**src/rtl/row_merge.sv**
```systemverilog
// ---------------------------------------------------------------------------
// row_merge
//   Sequential 2048 slide/merge engine for one row (or column) of four tiles.
//   The caller permutes the row so index 0 is the destination edge, pulses
//   start, and takes out1..out4 / moved / score_add when done pulses.
//   Tiles are exponents: 0 = empty, e = value 2^e.
//
//   Pass timing: start accepted at edge k -> SCAN at edges k+1..k+4 (one
//   tile per cycle) -> FLUSH registers the results at edge k+5 -> DONE
//   (done=1 for one cycle) -> IDLE at edge k+6.
//
// Ports
//   clk            system clock, rising edge
//   clr            synchronous active-high reset, priority over start
//   start          pass request, accepted only in IDLE
//   num1..num4     input tiles for index 0..3, sampled at the accepting edge
//   busy           1 while a pass is in progress (state != IDLE)
//   done           one-cycle pulse, results valid
//   out1..out4     merged row, packed toward index 0, zero-filled
//   moved          1 if the merged row differs from the captured row
//   score_add      sum of 2^(new exponent) over all merges of the pass
// ---------------------------------------------------------------------------
module row_merge #(
    parameter int TW = 4,
    parameter int SW = 18
) (
    input  logic          clk,
    input  logic          clr,
    input  logic          start,
    input  logic [TW-1:0] num1,
    input  logic [TW-1:0] num2,
    input  logic [TW-1:0] num3,
    input  logic [TW-1:0] num4,
    output logic          busy,
    output logic          done,
    output logic [TW-1:0] out1,
    output logic [TW-1:0] out2,
    output logic [TW-1:0] out3,
    output logic [TW-1:0] out4,
    output logic          moved,
    output logic [SW-1:0] score_add
);

    // Largest exponent; such tiles saturate and never merge.
    localparam logic [TW-1:0] EMAX = '1;

    typedef enum logic [1:0] {
        IDLE,
        SCAN,
        FLUSH,
        DONE
    } state_t;

    state_t state, state_nx;

    logic [3:0][TW-1:0] in_r;     // captured input row
    logic [3:0][TW-1:0] res;      // merged row being built
    logic [3:0][TW-1:0] res_fin;  // res with the pending tile placed
    logic [1:0]         idx;      // tile being scanned
    logic [1:0]         wp;       // next write slot in res
    logic [TW-1:0]      pend;     // tile waiting for a possible partner
    logic               pend_v;
    logic [SW-1:0]      acc;      // score accumulated this pass
    logic [TW-1:0]      t;        // current tile

    assign t    = in_r[idx];
    assign busy = (state != IDLE);
    assign done = (state == DONE);

    // ---------------- state register ----------------
    // NOTE: sequential state is updated with non-blocking (<=) assignments so
    // every register samples pre-edge values regardless of statement order.
    always_ff @(posedge clk) begin
        if (clr) state <= IDLE;
        else     state <= state_nx;
    end

    // ---------------- next-state logic ----------------
    // NOTE: every always_comb output gets a default first; a path that leaves
    // it unassigned would otherwise infer a latch.
    always_comb begin
        state_nx = state;
        unique case (state)
            IDLE:    if (start) state_nx = SCAN;
            SCAN:    if (idx == 2'd3) state_nx = FLUSH;
            FLUSH:   state_nx = DONE;
            DONE:    state_nx = IDLE;
            default: state_nx = IDLE;
        endcase
    end

    // The still-pending tile becomes the final entry; wp is at most 3 here
    // because a row holds at most four nonzero tiles.
    always_comb begin
        res_fin = res;
        if (pend_v) res_fin[wp] = pend;
    end

    // ---------------- datapath ----------------
    // NOTE: the small row registers (in_r, res) are flip-flops, not a RAM, so
    // they are cleared on clr together with the rest of the state.
    always_ff @(posedge clk) begin
        if (clr) begin
            in_r      <= '0;
            res       <= '0;
            idx       <= '0;
            wp        <= '0;
            pend      <= '0;
            pend_v    <= 1'b0;
            acc       <= '0;
            out1      <= '0;
            out2      <= '0;
            out3      <= '0;
            out4      <= '0;
            moved     <= 1'b0;
            score_add <= '0;
        end else begin
            unique case (state)
                IDLE: begin
                    if (start) begin
                        in_r   <= {num4, num3, num2, num1};
                        res    <= '0;
                        idx    <= '0;
                        wp     <= '0;
                        pend   <= '0;
                        pend_v <= 1'b0;
                        acc    <= '0;
                    end
                end
                SCAN: begin
                    if (t != '0) begin
                        if (pend_v && (pend == t) && (t != EMAX)) begin
                            // Merge: the pair is consumed, so the next tile
                            // starts a fresh pending slot (one merge per tile).
                            res[wp] <= t + 1'b1;
                            wp      <= wp + 2'd1;
                            pend_v  <= 1'b0;
                            acc     <= acc + (SW'(1) << ({1'b0, t} + 1'b1));
                        end else if (pend_v) begin
                            res[wp] <= pend;
                            wp      <= wp + 2'd1;
                            pend    <= t;
                        end else begin
                            pend    <= t;
                            pend_v  <= 1'b1;
                        end
                    end
                    idx <= idx + 2'd1;
                end
                FLUSH: begin
                    out1      <= res_fin[0];
                    out2      <= res_fin[1];
                    out3      <= res_fin[2];
                    out4      <= res_fin[3];
                    score_add <= acc;
                    moved     <= (res_fin != in_r);
                end
                default: ;
            endcase
        end
    end

endmodule

```
**config.mk**
```make
export PLATFORM = sky130hd
export DESIGN_NAME = row_merge
export DESIGN_NICKNAME = d
export VERILOG_FILES = /design/src/rtl/row_merge.sv
export SDC_FILE = /design/constraint.sdc
export NUM_CORES = 1
export LEC_CHECK = 0
export ABC_AREA = 0
export BUFFER_PORTS_ARGS = -buffer_cell sky130_fd_sc_hd__buf_2
export CAP_MARGIN = 10
export CORE_MARGIN = 2
export CORE_UTILIZATION = 54
export CTS_BUF_LIST = sky130_fd_sc_hd__clkbuf_8 sky130_fd_sc_hd__clkbuf_16
export DETAILED_ROUTE_END_ITERATION = 10
export PLACE_DENSITY = 0.88
export SLEW_MARGIN = 20
export SYNTH_ARGS = -nofsm -noshare
export SYNTH_HDL_FRONTEND = slang
export SYNTH_SLANG_ARGS = --single-unit
```
**constraint.sdc**
```tcl
create_clock -name clk -period 4.07 [get_ports clk]
set_clock_uncertainty 0.15 [all_clocks]
set_input_delay 0.814 -clock clk [delete_from_list [all_inputs] [get_ports clk]]
set_output_delay 0.814 -clock clk [all_outputs]
set_load 0.02 [all_outputs]
```
# Word level (Yosys, flattened, before mapping)
# Cells that the tools add are included.
[totals]
ff_bits = 96
output_inout_bits = 37
input_bits = 19
word_cells = 88
[op_classes]
magnitude_cmp = 3
shifts = 1
reduce_logical = 14
eq_ne = 13
mux = 32
n_addsub = 5
[op_table]
columns = ["operator", "count"]
rows = [
  ["$mux W16", 4],
  ["$mux W18", 3],
  ["$pmux W18 S2", 1],
  ["$bwmux W16", 2],
  ["$pmux W16 S2", 1],
  ["$mux W4", 5],
  ["$add A18 B18 Y18", 1],
  ["$shl A1 B5 Y18 const A", 1],
  ["$ne A16 B16 Y1", 1],
  ["$mux W2", 6],
  ["$reduce_and A4 Y1", 3],
  ["$ne A2 B2 Y1 const B", 5],
  ["$bmux W4 S2", 1],
  ["$demux W4 S2", 1],
  ["$pmux W2 S2", 2],
  ["$pmux W2 S4", 1],
  ["$pmux W4 S2", 1],
  ["$eq A2 B2 Y1 const B", 3],
  ["$lt A2 B3 Y1 const B", 2],
  ["$reduce_and A2 Y1", 3],
  ["$add A4 B1 Y5 const B", 1],
  ["$add A2 B1 Y2 const B", 2],
  ["$add A4 B1 Y4 const B", 1],
  ["$eq A4 B4 Y1", 1],
  ["other kinds (11)", 16],
]

# Logic depth before layout (Yosys ltp)
[logic_depth]
word_depth = 9
mapped_depth = 18
ltp_nobuf = 16

# Worst setup path before layout
# OpenSTA, ideal clock, no wires.
[synth_timing]
kind = "register -> register"
startpoint = "register idx[0]"
endpoint = "register acc[16]"
path_slack_ns = 0.159
period_less_slack_ns = 3.911
path_buffers = 2
required_ns = 3.803
stages_incl_launch_ff = 16
setup_time_ns = 0.117
arrival_ns = 3.645
cell_sequence = "dfxtp_1 -> buf_6 -> mux4_2 -> buf_2 -> ha_1 -> xnor2_1 -> nor2_1 -> and2_1 -> ha_1 -> a21o_1 -> and2_1 -> or3_1 -> a31oi_1 -> o31ai_1 -> xor2_1 -> a22o_1"
[synth_via]
elab_chain_cells = 8
word_cells_on_any_way = 16
cone_classes = "add/sub (2); eq/ne (4); shift (1); mux (5); reduce/logical (4)"
[synth_lines]
columns = ["element", "line_no", "source"]
rows = [
  ["start: declaration", "59", "logic [1:0] idx;"],
  ["start signal: assignment", "148", "idx <= idx + 2'd1;"],
  ["$bmux W4 S2 *", "66", "assign t = in_r[idx];"],
  ["$mux W4 (implied by the code) *", "66", ""],
  ["$add A4 B1 Y5", "138", "acc <= acc + (SW'(1) << ({1'b0, t} + 1'b1));"],
  ["$shl A1 B5 Y18", "138", ""],
  ["$add A18 B18 Y18", "138", ""],
  ["$mux W18", "132", "if (pend_v && (pend == t) && (t != EMAX)) begin"],
  ["$mux W18", "131", "if (t != '0) begin"],
  ["$pmux W18 S2", "118", "unique case (state)"],
  ["end signal: assignment", "138", ""],
  ["end: declaration", "63", "logic [SW-1:0] acc;"],
]
# Mark *: on every way between the ends. The rest lies on a longest branch, timed or not. The select of a mux whose other input is x is not followed.
# A chain may end at the register's enable or synchronous reset.

# Final worst setup path
# Ends and elaborated chain as after synthesis.

==> metrics.txt <==
status complete, no violations; clock transition at the registers of the reported paths 0.09 ns; Post-Syn Nets approximately 670; placed wire-length estimate around 9.5 mm; crit-path max cell delay 0.58 ns; largest driver fanout on the critical path 6; Avg Inst Size Synth 8.66 um^2; Worst Tran Pin Value around 0.73 ns; DRC violation count after routing 0; Crit. End Element flip-flop; most area-consuming cells after synthesis sky130_fd_sc_hd__dfxtp_1 36%, sky130_fd_sc_hd__ha_1 7.2%, sky130_fd_sc_hd__mux2i_1 6.7%; n_diodes 0; sequential share of the synthesized area 35.9%; maximum number of pins on one net before global-route repair 60; starting density of the core between 50% and 60%; fill cell instance count of the final layout roughly 840; CP Launch Type flip-flop; post-synth top area share a little over a third; number of global-route vias before repair 4472; ratio of routed vias to standard cells about 5.9; height of the die approximately 100 um; share of the clock period used by the worst path after layout 95.7%; final slew viol count 0; upper clock frequency limit between 0.2 and 0.3 GHz; Worst Hold Launch acc[17]$_SDFFE_PP0P_; most used cells in the layout excluding fill and tap cells 95 x sky130_fd_sc_hd__dfxtp_1, 89 x sky130_fd_sc_hd__nor2_1, 65 x sky130_fd_sc_hd__nand2_1, 55 x sky130_fd_sc_hd__buf_2; first-pass GRT wire length ~22 mm; Primary FF master, synth sky130_fd_sc_hd__dfxtp_1; Post-Synthesis Cells about 600; register-to-register setup slack 0.18 ns; static leakage power 0.00261 uW; top cell type by total area after synthesis sky130_fd_sc_hd__dfxtp_1; final weighted congestion in routability-driven placement between 0.9 and 1; most common library cell in the layout ignoring fill and taps sky130_fd_sc_hd__dfxtp_1; path category of the worst min-delay check flip-flop to flip-flop; number of core rows 36; Area Overhead vs Synth 11.9%; post-synth cell types 55; arrival time of the worst setup path 4.01 ns; cell depth of the worst flop-to-flop path 16; clock buffer count from CTS 9; post-detailed-route count of antenna-violating nets 0; power density relative to cell area 603 nW/um^2; x dimension of the die 104 um; cell-by-cell listing of the critical path buf_4 > mux4_2 > nor2b_1 > a21oi_1 > nor2_2 > and2_1 > ha_1 > inv_1 > fa_1 > nor2b_2 > o2111ai_1 > nand2_2 > a31oi_1 > o31ai_1 > xor2_1 > a22o_1; total routed wirelength between 10 and 15 mm; fraction of layout cells with a size suffix above 1 15.8%; GR Util All Layers about a quarter; Clock Latency Late Sink around 0.37 ns; worst slew margin relative to its limit about half; number of flops mapped to enable cells by yosys 0; number of clock sinks 96; clk buf depth 2; total non-filler cell area in the finished layout 5990 um^2; synthesized area ~5400 um^2; worst flop-to-flop path endpoint acc[16]$_SDFFE_PP0P_; end point of the worst hold path acc[17]$_SDFFE_PP0P_; Vias about 4700; area inside the core boundary approximately 9700 um^2; initial drt markers ~350; global-route congestion overflow total 0; I/O pins between 50 and 60; required time at the worst-slack endpoint 4.18 ns; yosys warns 0; root buffer selected by CTS sky130_fd_sc_hd__clkbuf_8; Worst VDD drop roughly 0.49 mV; Worst R2R Start idx[0]$_SDFFE_PP0P_; share of flip-flops with an asynchronous set or reset 0%; number of buffers added on ports 55; synthesized flop and latch total 96; # nets final around 720; total count of hold-check failures in the final report 0; total chip power between 3000 and 4000 uW; CTS tree yes; level count of the clock H-tree 3; detailed-route wire length per cell between 15 and 20 um; overall die area 10700 um^2; post-place instance area around 5800 um^2; cell with the largest stage delay on the worst path sky130_fd_sc_hd__mux4_2; count of max-cap constraint violations 0; number of antenna violations at the first check in global routing 0; detailed-routing iteration count for the pre-antenna-repair pass 5; worst hold margin approximately 0.33 ns; cell depth of the worst min-delay path 2; total of endpoints with negative setup slack in the final report 0; Worst Setup Path Type flip-flop to flip-flop; post-route minimum period just under 4 ns
[synthesized netlist by cell type, drive strengths merged (3+ instances only)]
master	instances
a32oi	4
a31oi	3
a21o	7
xor2	27
and2	18
mux2i	36
nor2	90
nand2	66
clkbuf	20
nor3	13
nand4	6
nor2b	3
nand2b	6
inv	17
dfxtp	96
a22o	8
ha	31
o21bai	3
o31a	4
o32a	12
nand3	10
mux4	4
a21oi	37
xnor2	8
o21a	4
a22oi	4
a211oi	37
o21ai	6
buf	14
[worst max-delay path by stage]
stage / startpoint / to / slack, ns / cells past startpoint
floorplan: idx[0]$_SDFFE_PP0P_ / acc[16]$_SDFFE_PP0P_ / 0.16 / 15
detailed placement: idx[0]$_SDFFE_PP0P_ / acc[16]$_SDFFE_PP0P_ / 0.03 / 16
finish: idx[0]$_SDFFE_PP0P_ / acc[16]$_SDFFE_PP0P_ / 0.18 / 16
global placement: idx[0]$_SDFFE_PP0P_ / acc[16]$_SDFFE_PP0P_ / 0.19 / 16
global route: idx[0]$_SDFFE_PP0P_ / acc[16]$_SDFFE_PP0P_ / -0.02 / 16
CTS: idx[0]$_SDFFE_PP0P_ / acc[16]$_SDFFE_PP0P_ / 0.09 / 16
[cells by family after synthesis]
| group | Yosys count | share of synthesized area, % |
|---|---|---|
| and+or+nand+nor | 220 | 18.2 |
| AOI/OAI and AO/OA | 144 | 20.0 |
| DFF | 96 | 35.9 |
| buffers and inverters | 51 | 4.11 |
| muxes | 40 | 8.42 |
| xor gates and xnor gates | 35 | 5.73 |
| adders and majority gates | 32 | 7.62 |
[worst max-delay path: cells and delay by family, from the launching register on]
| family | cells | cell delay [ns] |
|---|---|---|
| AO/OA/AOI/OAI | 5 | 1.19 |
| XOR/XNOR | 1 | 0.15 |
| adder cells (fa/ha/maj) | 2 | 0.46 |
| buffers and inverters | 2 | 0.22 |
| flip-flops | 1 | 0.39 |
| multiplexers | 1 | 0.58 |
| AND/OR/NAND/NOR | 5 | 0.64 |
[routing by layer]
layer	wire length, um	part of all wire [%]	global-route usage, %
met1	5980	45	33.7
met2	6030	46	40.2
met3	881	6.7	4.97
met4	303	2.3	7.63
met5	0	0	0
[stage by stage]
stage | utilization, % | setup slack [ns] | std cells | setup TNS (ns)
2_1_floorplan | - | 0.159 | 618 | 0
3_3_place_gp | 59.5 | 0.188 | 788 | 0
3_5_place_dp | 59.5 | 0.0296 | 788 | 0
4_1_cts | 61.4 | 0.0897 | 803 | 0
5_1_grt | 61.8 | -0.0208 | 805 | -0.0208
6_report | 61.8 | 0.176 | 805 | 0
[state kept, by name, summed over array words and instances (netlist names), 4 cells and up]
signal,count
acc,18
in_r,16
out1,4
out2,4
out3,4
out4,4
pend,4
res,16
score_add,18
[power by group]
part,internal [uW],total (uW),leakage (uW),switching (uW)
combinational,625,1750,0.00174,1120
sequential,1130,1270,0.000781,137
clock,253,591,0.0000914,337
total,2010,3610,0.00261,1600
[repair_timing]
action	4_1_cts	5_1_grt
pin swaps	0	2
setup buffers	0	2
resized for setup	1	7
setup endpoints to repair	1	4
hold buffers	0	0
[final cells by class]
class                   instances  area [um^2]  area share [%]
clock buffers                  11          151            2.53
inverters                      17         63.8            1.07
well taps                     133          166            2.78
repair buffers                 73          410            6.85
clock inverters                 4         30.0           0.501
flip-flops and latches         96         1930            32.2
multi-input cells             471         3240            54.1
(Power assumes the default switching activity.)
